## src/rtl/occupancy_controller.sv

```systemverilog
// occupancy_controller
// Decodes the ordered blocking pattern of the outer (A) and inner (B) gate
// beams into complete car-entry / car-exit events, rejects partial, reversed
// and stalled passages, and keeps a saturating occupancy count.
module occupancy_controller #(
    parameter int CAPACITY = 99,
    parameter int CNT_W    = 7,
    parameter int TIMEOUT  = 199_999_999,
    parameter int TMR_W    = 28
) (
    input  logic             clk,
    input  logic             reset,
    input  logic             sensor_a,
    input  logic             sensor_b,
    output logic             car_enter,
    output logic             car_exit,
    output logic             abort,
    output logic [CNT_W-1:0] count,
    output logic             full,
    output logic             empty
);

    typedef enum logic [2:0] {
        IDLE     = 3'd0,
        EN1      = 3'd1,
        EN2      = 3'd2,
        EN3      = 3'd3,
        EX1      = 3'd4,
        EX2      = 3'd5,
        EX3      = 3'd6,
        WAIT_CLR = 3'd7
    } state_t;

    localparam logic [TMR_W-1:0] TIMEOUT_V = TMR_W'(TIMEOUT);
    localparam logic [CNT_W-1:0] CAP_V     = CNT_W'(CAPACITY);

    state_t             state_r;
    state_t             legal_next_s;
    state_t             next_state_s;
    logic [TMR_W-1:0]   timer_r;
    logic [CNT_W-1:0]   count_r;
    logic               car_enter_r;
    logic               car_exit_r;
    logic               abort_r;
    logic [1:0]         pat_s;
    logic               illegal_s;
    logic               enter_s;
    logic               exit_s;
    logic               in_passage_s;
    logic               timeout_s;
    logic               abort_s;

    assign pat_s = {sensor_a, sensor_b};

    // Pattern decoder: where the passage goes for the current beam pattern, ignoring stalls.
    always_comb begin
        legal_next_s = state_r;
        illegal_s    = 1'b0;
        enter_s      = 1'b0;
        exit_s       = 1'b0;
        case (state_r)
            IDLE: begin
                case (pat_s)
                    2'b10:   legal_next_s = EN1;
                    2'b01:   legal_next_s = EX1;
                    2'b11:   begin legal_next_s = WAIT_CLR; illegal_s = 1'b1; end
                    default: legal_next_s = IDLE;
                endcase
            end
            EN1: begin
                case (pat_s)
                    2'b11:   legal_next_s = EN2;
                    2'b00:   legal_next_s = IDLE;          // car backed out
                    2'b01:   begin legal_next_s = WAIT_CLR; illegal_s = 1'b1; end
                    default: legal_next_s = EN1;
                endcase
            end
            EN2: begin
                case (pat_s)
                    2'b01:   legal_next_s = EN3;
                    2'b10:   legal_next_s = EN1;
                    2'b00:   begin legal_next_s = WAIT_CLR; illegal_s = 1'b1; end
                    default: legal_next_s = EN2;
                endcase
            end
            EN3: begin
                case (pat_s)
                    2'b00:   begin legal_next_s = IDLE; enter_s = 1'b1; end
                    2'b11:   legal_next_s = EN2;
                    2'b10:   begin legal_next_s = WAIT_CLR; illegal_s = 1'b1; end
                    default: legal_next_s = EN3;
                endcase
            end
            EX1: begin
                case (pat_s)
                    2'b11:   legal_next_s = EX2;
                    2'b00:   legal_next_s = IDLE;          // car backed out
                    2'b10:   begin legal_next_s = WAIT_CLR; illegal_s = 1'b1; end
                    default: legal_next_s = EX1;
                endcase
            end
            EX2: begin
                case (pat_s)
                    2'b10:   legal_next_s = EX3;
                    2'b01:   legal_next_s = EX1;
                    2'b00:   begin legal_next_s = WAIT_CLR; illegal_s = 1'b1; end
                    default: legal_next_s = EX2;
                endcase
            end
            EX3: begin
                case (pat_s)
                    2'b00:   begin legal_next_s = IDLE; exit_s = 1'b1; end
                    2'b11:   legal_next_s = EX2;
                    2'b01:   begin legal_next_s = WAIT_CLR; illegal_s = 1'b1; end
                    default: legal_next_s = EX3;
                endcase
            end
            WAIT_CLR: begin
                if (pat_s == 2'b00) begin
                    legal_next_s = IDLE;
                end else begin
                    legal_next_s = WAIT_CLR;
                end
            end
            default: legal_next_s = IDLE;
        endcase
    end

    // Stall override: a passage stuck in one state for too long is abandoned.
    always_comb begin
        in_passage_s = (state_r != IDLE) && (state_r != WAIT_CLR);
        timeout_s    = 1'b0;
        next_state_s = legal_next_s;
        if (in_passage_s && (legal_next_s == state_r) && (timer_r == TIMEOUT_V)) begin
            timeout_s    = 1'b1;
            next_state_s = WAIT_CLR;
        end else begin
            next_state_s = legal_next_s;
        end
        abort_s = illegal_s | timeout_s;
    end

    // State register.
    always_ff @(posedge clk) begin
        if (reset) begin
            state_r <= IDLE;
        end else begin
            state_r <= next_state_s;
        end
    end

    // Stall timer: runs only while a passage sits in one state.
    always_ff @(posedge clk) begin
        if (reset) begin
            timer_r <= {TMR_W{1'b0}};
        end else if (!in_passage_s || (next_state_s != state_r)) begin
            timer_r <= {TMR_W{1'b0}};
        end else begin
            timer_r <= timer_r + TMR_W'(1);
        end
    end

    // Registered event pulses.
    always_ff @(posedge clk) begin
        if (reset) begin
            car_enter_r <= 1'b0;
            car_exit_r  <= 1'b0;
            abort_r     <= 1'b0;
        end else begin
            car_enter_r <= enter_s;
            car_exit_r  <= exit_s;
            abort_r     <= abort_s;
        end
    end

    // Occupancy count, saturating at 0 and CAPACITY; pulses are emitted regardless.
    always_ff @(posedge clk) begin
        if (reset) begin
            count_r <= {CNT_W{1'b0}};
        end else if (enter_s && (count_r != CAP_V)) begin
            count_r <= count_r + CNT_W'(1);
        end else if (exit_s && (count_r != {CNT_W{1'b0}})) begin
            count_r <= count_r - CNT_W'(1);
        end else begin
            count_r <= count_r;
        end
    end

    assign car_enter = car_enter_r;
    assign car_exit  = car_exit_r;
    assign abort     = abort_r;
    assign count     = count_r;
    assign full      = (count_r == CAP_V);
    assign empty     = (count_r == {CNT_W{1'b0}});

endmodule

```

## config.mk

```make
export PLATFORM = sky130hd
export DESIGN_NAME = occupancy_controller
export DESIGN_NICKNAME = d
export VERILOG_FILES = /design/src/rtl/occupancy_controller.sv
export SDC_FILE = /design/constraint.sdc
export NUM_CORES = 1
export LEC_CHECK = 0
export CAP_MARGIN = 30
export CORE_MARGIN = 8
export CORE_UTILIZATION = 64
export DETAILED_ROUTE_END_ITERATION = 10
export GPL_TIMING_DRIVEN = 0
export HOLD_SLACK_MARGIN = 0.05
export PLACE_DENSITY = 0.85
export SKIP_CTS_REPAIR_TIMING = 1
export SYNTH_ARGS = -nofsm -noshare
export SYNTH_HDL_FRONTEND = slang
export SYNTH_SLANG_ARGS = --single-unit
```

## constraint.sdc

```tcl
create_clock -name clk -period 4.2 [get_ports clk]
set_input_delay 0.42 -clock clk [delete_from_list [all_inputs] [get_ports clk]]
set_output_delay 0.42 -clock clk [all_outputs]
set_load 0.02 [all_outputs]
```

# Word level (Yosys, flattened, before mapping)

Index checks and enable logic that the tools add are counted.

Eq/ne operators: 16
Reduce and logical (&&, ||, !) cells: 17
Bitwise operators: 1
Multiplexer cells: 20
Add/sub/neg operators: 3

Operator list:

| operator                                         | count |
|---|---|
| case mux 3 bit (3 select lines)                  | 6 |
| adder 28 x 1 -> 28 bit, second input constant    | 1 |
| == test 28 bit, second input constant            | 1 |
| case mux 3 bit (8 select lines)                  | 1 |
| two-way mux 7 bit                                | 2 |
| == test 3 bit, second input constant             | 4 |
| OR reduction 2 bit                               | 4 |
| adder 7 x 1 -> 7 bit, second input constant      | 1 |
| == test 7 bit, second input constant             | 1 |
| logical NOT 7 bit                                | 1 |
| two-way mux 1 bit                                | 7 |
| != test 7 bit, second input constant             | 1 |
| nonzero test 7 bit                               | 1 |
| subtractor 7 x 1 -> 7 bit, second input constant | 1 |
| == test 3 x 2 -> 1 bit, second input constant    | 2 |
| two-way mux 3 bit                                | 2 |
| case mux 2 bit (3 select lines)                  | 1 |
| logical AND 1 bit                                | 5 |
| == test 2 bit, second input constant             | 2 |
| case mux 1 bit (4 select lines)                  | 1 |
| == test 3 x 1 -> 1 bit, second input constant    | 1 |
| == test 3 bit                                    | 1 |
| logical NOT 3 bit                                | 1 |
| != test 3 bit                                    | 1 |
| other kinds (8)                                  | 8 |

Output and inout port bits: 12
Bits of input ports: 4
Word-level logic and storage cells: 63
Flip-flop bits (word level): 41

# Longest topological paths before layout

Word-level depth: 10
Gate-level depth with buffers: 11
Gate-level depth less buffers: 11

# Worst setup path after synthesis

No wires, ideal clock.

Path type: reg-to-reg
From: reg state_r[0]
To: reg count_r[6] (netlist: count[6])
Cell stages (with the launch flop): 12
Data arrival time: 2.794 ns
Path slack: 1.285 ns
Setup time: 0.121 ns
Period minus slack after synthesis: 2.915 ns
Path buffers: 2
Path through: dfxtp_1 > buf_2 > buf_1 > nand4b_1 > a21oi_1 > inv_1 > fa_1 > a21o_1 > a21oi_1 > o21ai_0 > mux2i_1 > mux2_2

Cells in the longest elaborated chain, start to end: 4

RTL lines:

| item                                                    | line     | source |
|---|---|---|
| from (decl)                                             | 37       | `state_t state_r;` |
| from (signal assigned)                                  | 148      | `state_r <= next_state_s;` |
| == test 3 x 2 -> 1 bit or == test 3 bit (tied branches) | 61       | `case (state_r)` |
| two-way mux 1 bit                                       | 61       |  |
| logical AND 1 bit, on equally long branches             | 180, 182 |  |
| two-way mux 7 bit or nonzero test 2 bit (tied branches) | n/a      |  |
| to (signal assigned)                                    | 179      | `count_r <= {CNT_W{1'b0}};` |
| to (signal assigned)                                    | 181      | `count_r <= count_r + CNT_W'(1);` |
| to (signal assigned)                                    | 183      | `count_r <= count_r - CNT_W'(1);` |
| to (decl)                                               | 41       | `logic [CNT_W-1:0] count_r;` |

Several ways; a longest one is shown, not always the timed one.
A chain may end at the register's enable or synchronous reset.

# Worst setup path after layout

From: in sensor_a
To: reg count_r[6] (netlist: count[6])

Cells in the longest elaborated chain, start to end: 5

RTL lines:

| item                                                    | line     | source |
|---|---|---|
| from (decl)                                             | 13       | `input logic sensor_a,` |
| logical NOT 2 bit (*)                                   | 87, 111  |  |
| two-way mux 1 bit (*)                                   | 87, 111  |  |
| two-way mux 1 bit                                       | 61       |  |
| logical AND 1 bit, on equally long branches             | 180, 182 |  |
| two-way mux 7 bit or nonzero test 2 bit (tied branches) | n/a      |  |

Every way passes the cells marked *; elsewhere a longest branch is shown, timed or not.

==> run metrics <==
Async SR Flop Fraction 0; final core utilization 0.740; initial antenna violation count 0; FILL cells 307; Fmax 0.292 GHz; max-cap violations 0; top-area cell type share of the netlist area 0.318; DRC Markers 0; post-synthesis cell count 296; CP Data Required Time 4.38 ns; drt wl/cell 15.7 um; Pleak 1.02 nW; total track usage 0.182; Worst Hold Class reg -> reg; Clock power frac 0.270; Seq/Total Area, Yosys 0.318; Worst path slowest cell clkdlybuf4s50_1; Final Hold Fails 0; Critical Path, Cell by Cell clkdlybuf4s50_1 > inv_1 > ha_1 > nand4b_1 > a21oi_1 > inv_1 > fa_1 > a21o_1 > a21oi_1 > o21ai_0 > mux2i_1 > mux2_2; Cell Int Power 0.000754 W; most frequent cell after synthesis dfxtp_1; RSZ-0062 raised after global routing false; CTS clock-pin slew for the worst setup and hold paths 0.08 ns; Mapped Area 0.00258 mm^2; DRT iter0 DRCs 152; # port buffers 15; Final Cycle Share 0.816; worst-margin pin slew 0.627 ns; vias per cell 6.30; via count 2323; Starting Density 0.656; main flop type after synthesis dfxtp_1; Max VDD drop 324 uV; Ant. Diodes 0; Psw 0.000468 W; Core Box Area 0.00394 mm^2; CP Data Arrival Time 3.60 ns; Seq pwr share 0.353; outcome complete, no violations; register bit total from synthesis 41; top cells by area, synth dfxtp_1 32%, xor2_1 7.1%, nor4_1 7.0%; CTS Buffer Depth 2; vias in the first global route 2133; EDFF count, synth 0; Netlist cell types 54; die width 79.6 um; startpoint class of the critical path input port; Syn Nets 315; WL final 5780 um; CTS Buf Count 5; Slew HR 0.580; H-tree Lvls 2; synth warn 0; FP Rows 23; # clock sinks 41; CTS tree done; top cells by count, synth 41 x dfxtp_1, 29 x nor4_1, 21 x xor2_1; Crit. End Element flop; GRT overflow 0; setup violators final 0; clock root buffer master clkbuf_8; DIE AREA 0.00633 mm^2; CP max stage delay 0.50 ns; power per cell area 418 mW/mm^2; routability-driven placement congestion ratio 0.932; DR pass1 iterations 5; Die Span Y 79.6 um; critical path peak fanout 7; layout cell share with drive strength beyond 1 0.0690; area grow syn2layout 12.9%; detailed placement HPWL 4170 um; post-route ant nets 0; IO Pins 16; Max Slew Vio Count 0; nets@finish 337; switching part of the total power 0.383; dominant cell type by area after synthesis dfxtp_1; pin count of the biggest net entering global routing 14; clk_lat worst skew 0.28 ns; average size of a mapped cell 8.73 um^2; Comb power frac 0.377; first-pass GRT wire length 9610 um; Post-Route Skew 0.00322 ns; Final min period 3.43 ns; crit path kind in -> reg; Fin Setup TNS 0 ns
[metal layers]
metal / GRT usage / vias to the layer above / share of wire
li1: - / 1152 / -
met1: 0.215 / 1097 / 0.44
met2: 0.322 / 65 / 0.50
met3: 0.0372 / 9 / 0.050
met4: 0.0537 / 0 / 0.011
met5: 0 / - / 0
[placed cells by master, fill, tap and decap left out, types with 10 or more instances in the layout]
cell	n
nand3_1	15
nor4_1	29
clkbuf_1	11
clkdlybuf4s50_1	15
dfxtp_1	41
nand2_1	13
nand4_1	13
nor2_1	18
nor3_1	10
ha_1	14
xnor2_1	10
xor2_1	21
[critical path: cells and delay by family]
kind	cells	cell delay (ns)
multiplexers	2	0.53
AND/OR/NAND/NOR	1	0.18
buffers and inverters	3	0.87
adder cells (fa/ha/maj)	2	0.75
AO/OA/AOI/OAI	4	0.84
[power by group through the flow]
stage               clock, W  sequential, W  combinational (W)
finish              0.000329       0.000431           0.000460
floorplan                  0       0.000440           0.000336
global placement           0       0.000438           0.000440
global route        0.000349       0.000435           0.000504
detailed placement         0       0.000439           0.000450
CTS                 0.000334       0.000430           0.000454
[flip-flops by register name, summed over array words and instances (netlist names)]
signal and count:
car_exit 1, state_r 3, car_enter 1, count 7
abort 1, timer_r 28
[through the flow]
stage                     cells  worst slack, ns  power [W]  hold WS, ns  instance area (um^2)
after floorplan             296             1.28   0.000776        0.486                  2580
after global placement      361            0.549   0.000878        0.499                  2800
after detailed placement    361            0.512   0.000889        0.515                  2800
after CTS                   369            0.811    0.00122        0.524                  2920
after global routing        369            0.556    0.00129        0.563                  2920
final                       369            0.774    0.00122        0.526                  2920
[layout make-up]
cell class,count,area (um^2),area share
buffer,17,81.3,0.0279
clock buffer,6,82.6,0.0283
clock inverter,2,37.5,0.0129
inverter,8,30.0,0.0103
multi-input combinational,230,1650,0.566
sequential,41,821,0.281
tap,50,62.6,0.0214
timing repair buffer,15,150,0.0515
[cells by family (layout without fill, tap and decap cells)]
group,Yosys count,in the layout,synth area share
flops,41,41,0.318
fa+ha+maj,15,15,0.0755
xor+xnor,31,31,0.105
buf+inv,25,48,0.0431
simple gates,136,136,0.309
compound gates,38,38,0.106
mux,10,10,0.0445
[path summary, 6_finish.rpt]
path / start / endpoint / slack (ns) / cells past startpoint
worst min register to register: count[5]$_SDFFE_PP0P_ / count[5]$_SDFFE_PP0P_ / 0.53 / 2
worst max register to register: state_r[0]$_SDFF_PP0_ / count[6]$_SDFFE_PP0P_ / 0.79 / 11
worst min-delay path: count[5]$_SDFFE_PP0P_ / count[5]$_SDFFE_PP0P_ / 0.53 / 2
worst max-delay path: sensor_a / count[6]$_SDFFE_PP0P_ / 0.77 / 12
No activity file was read; power rests on OpenSTA's default activity.
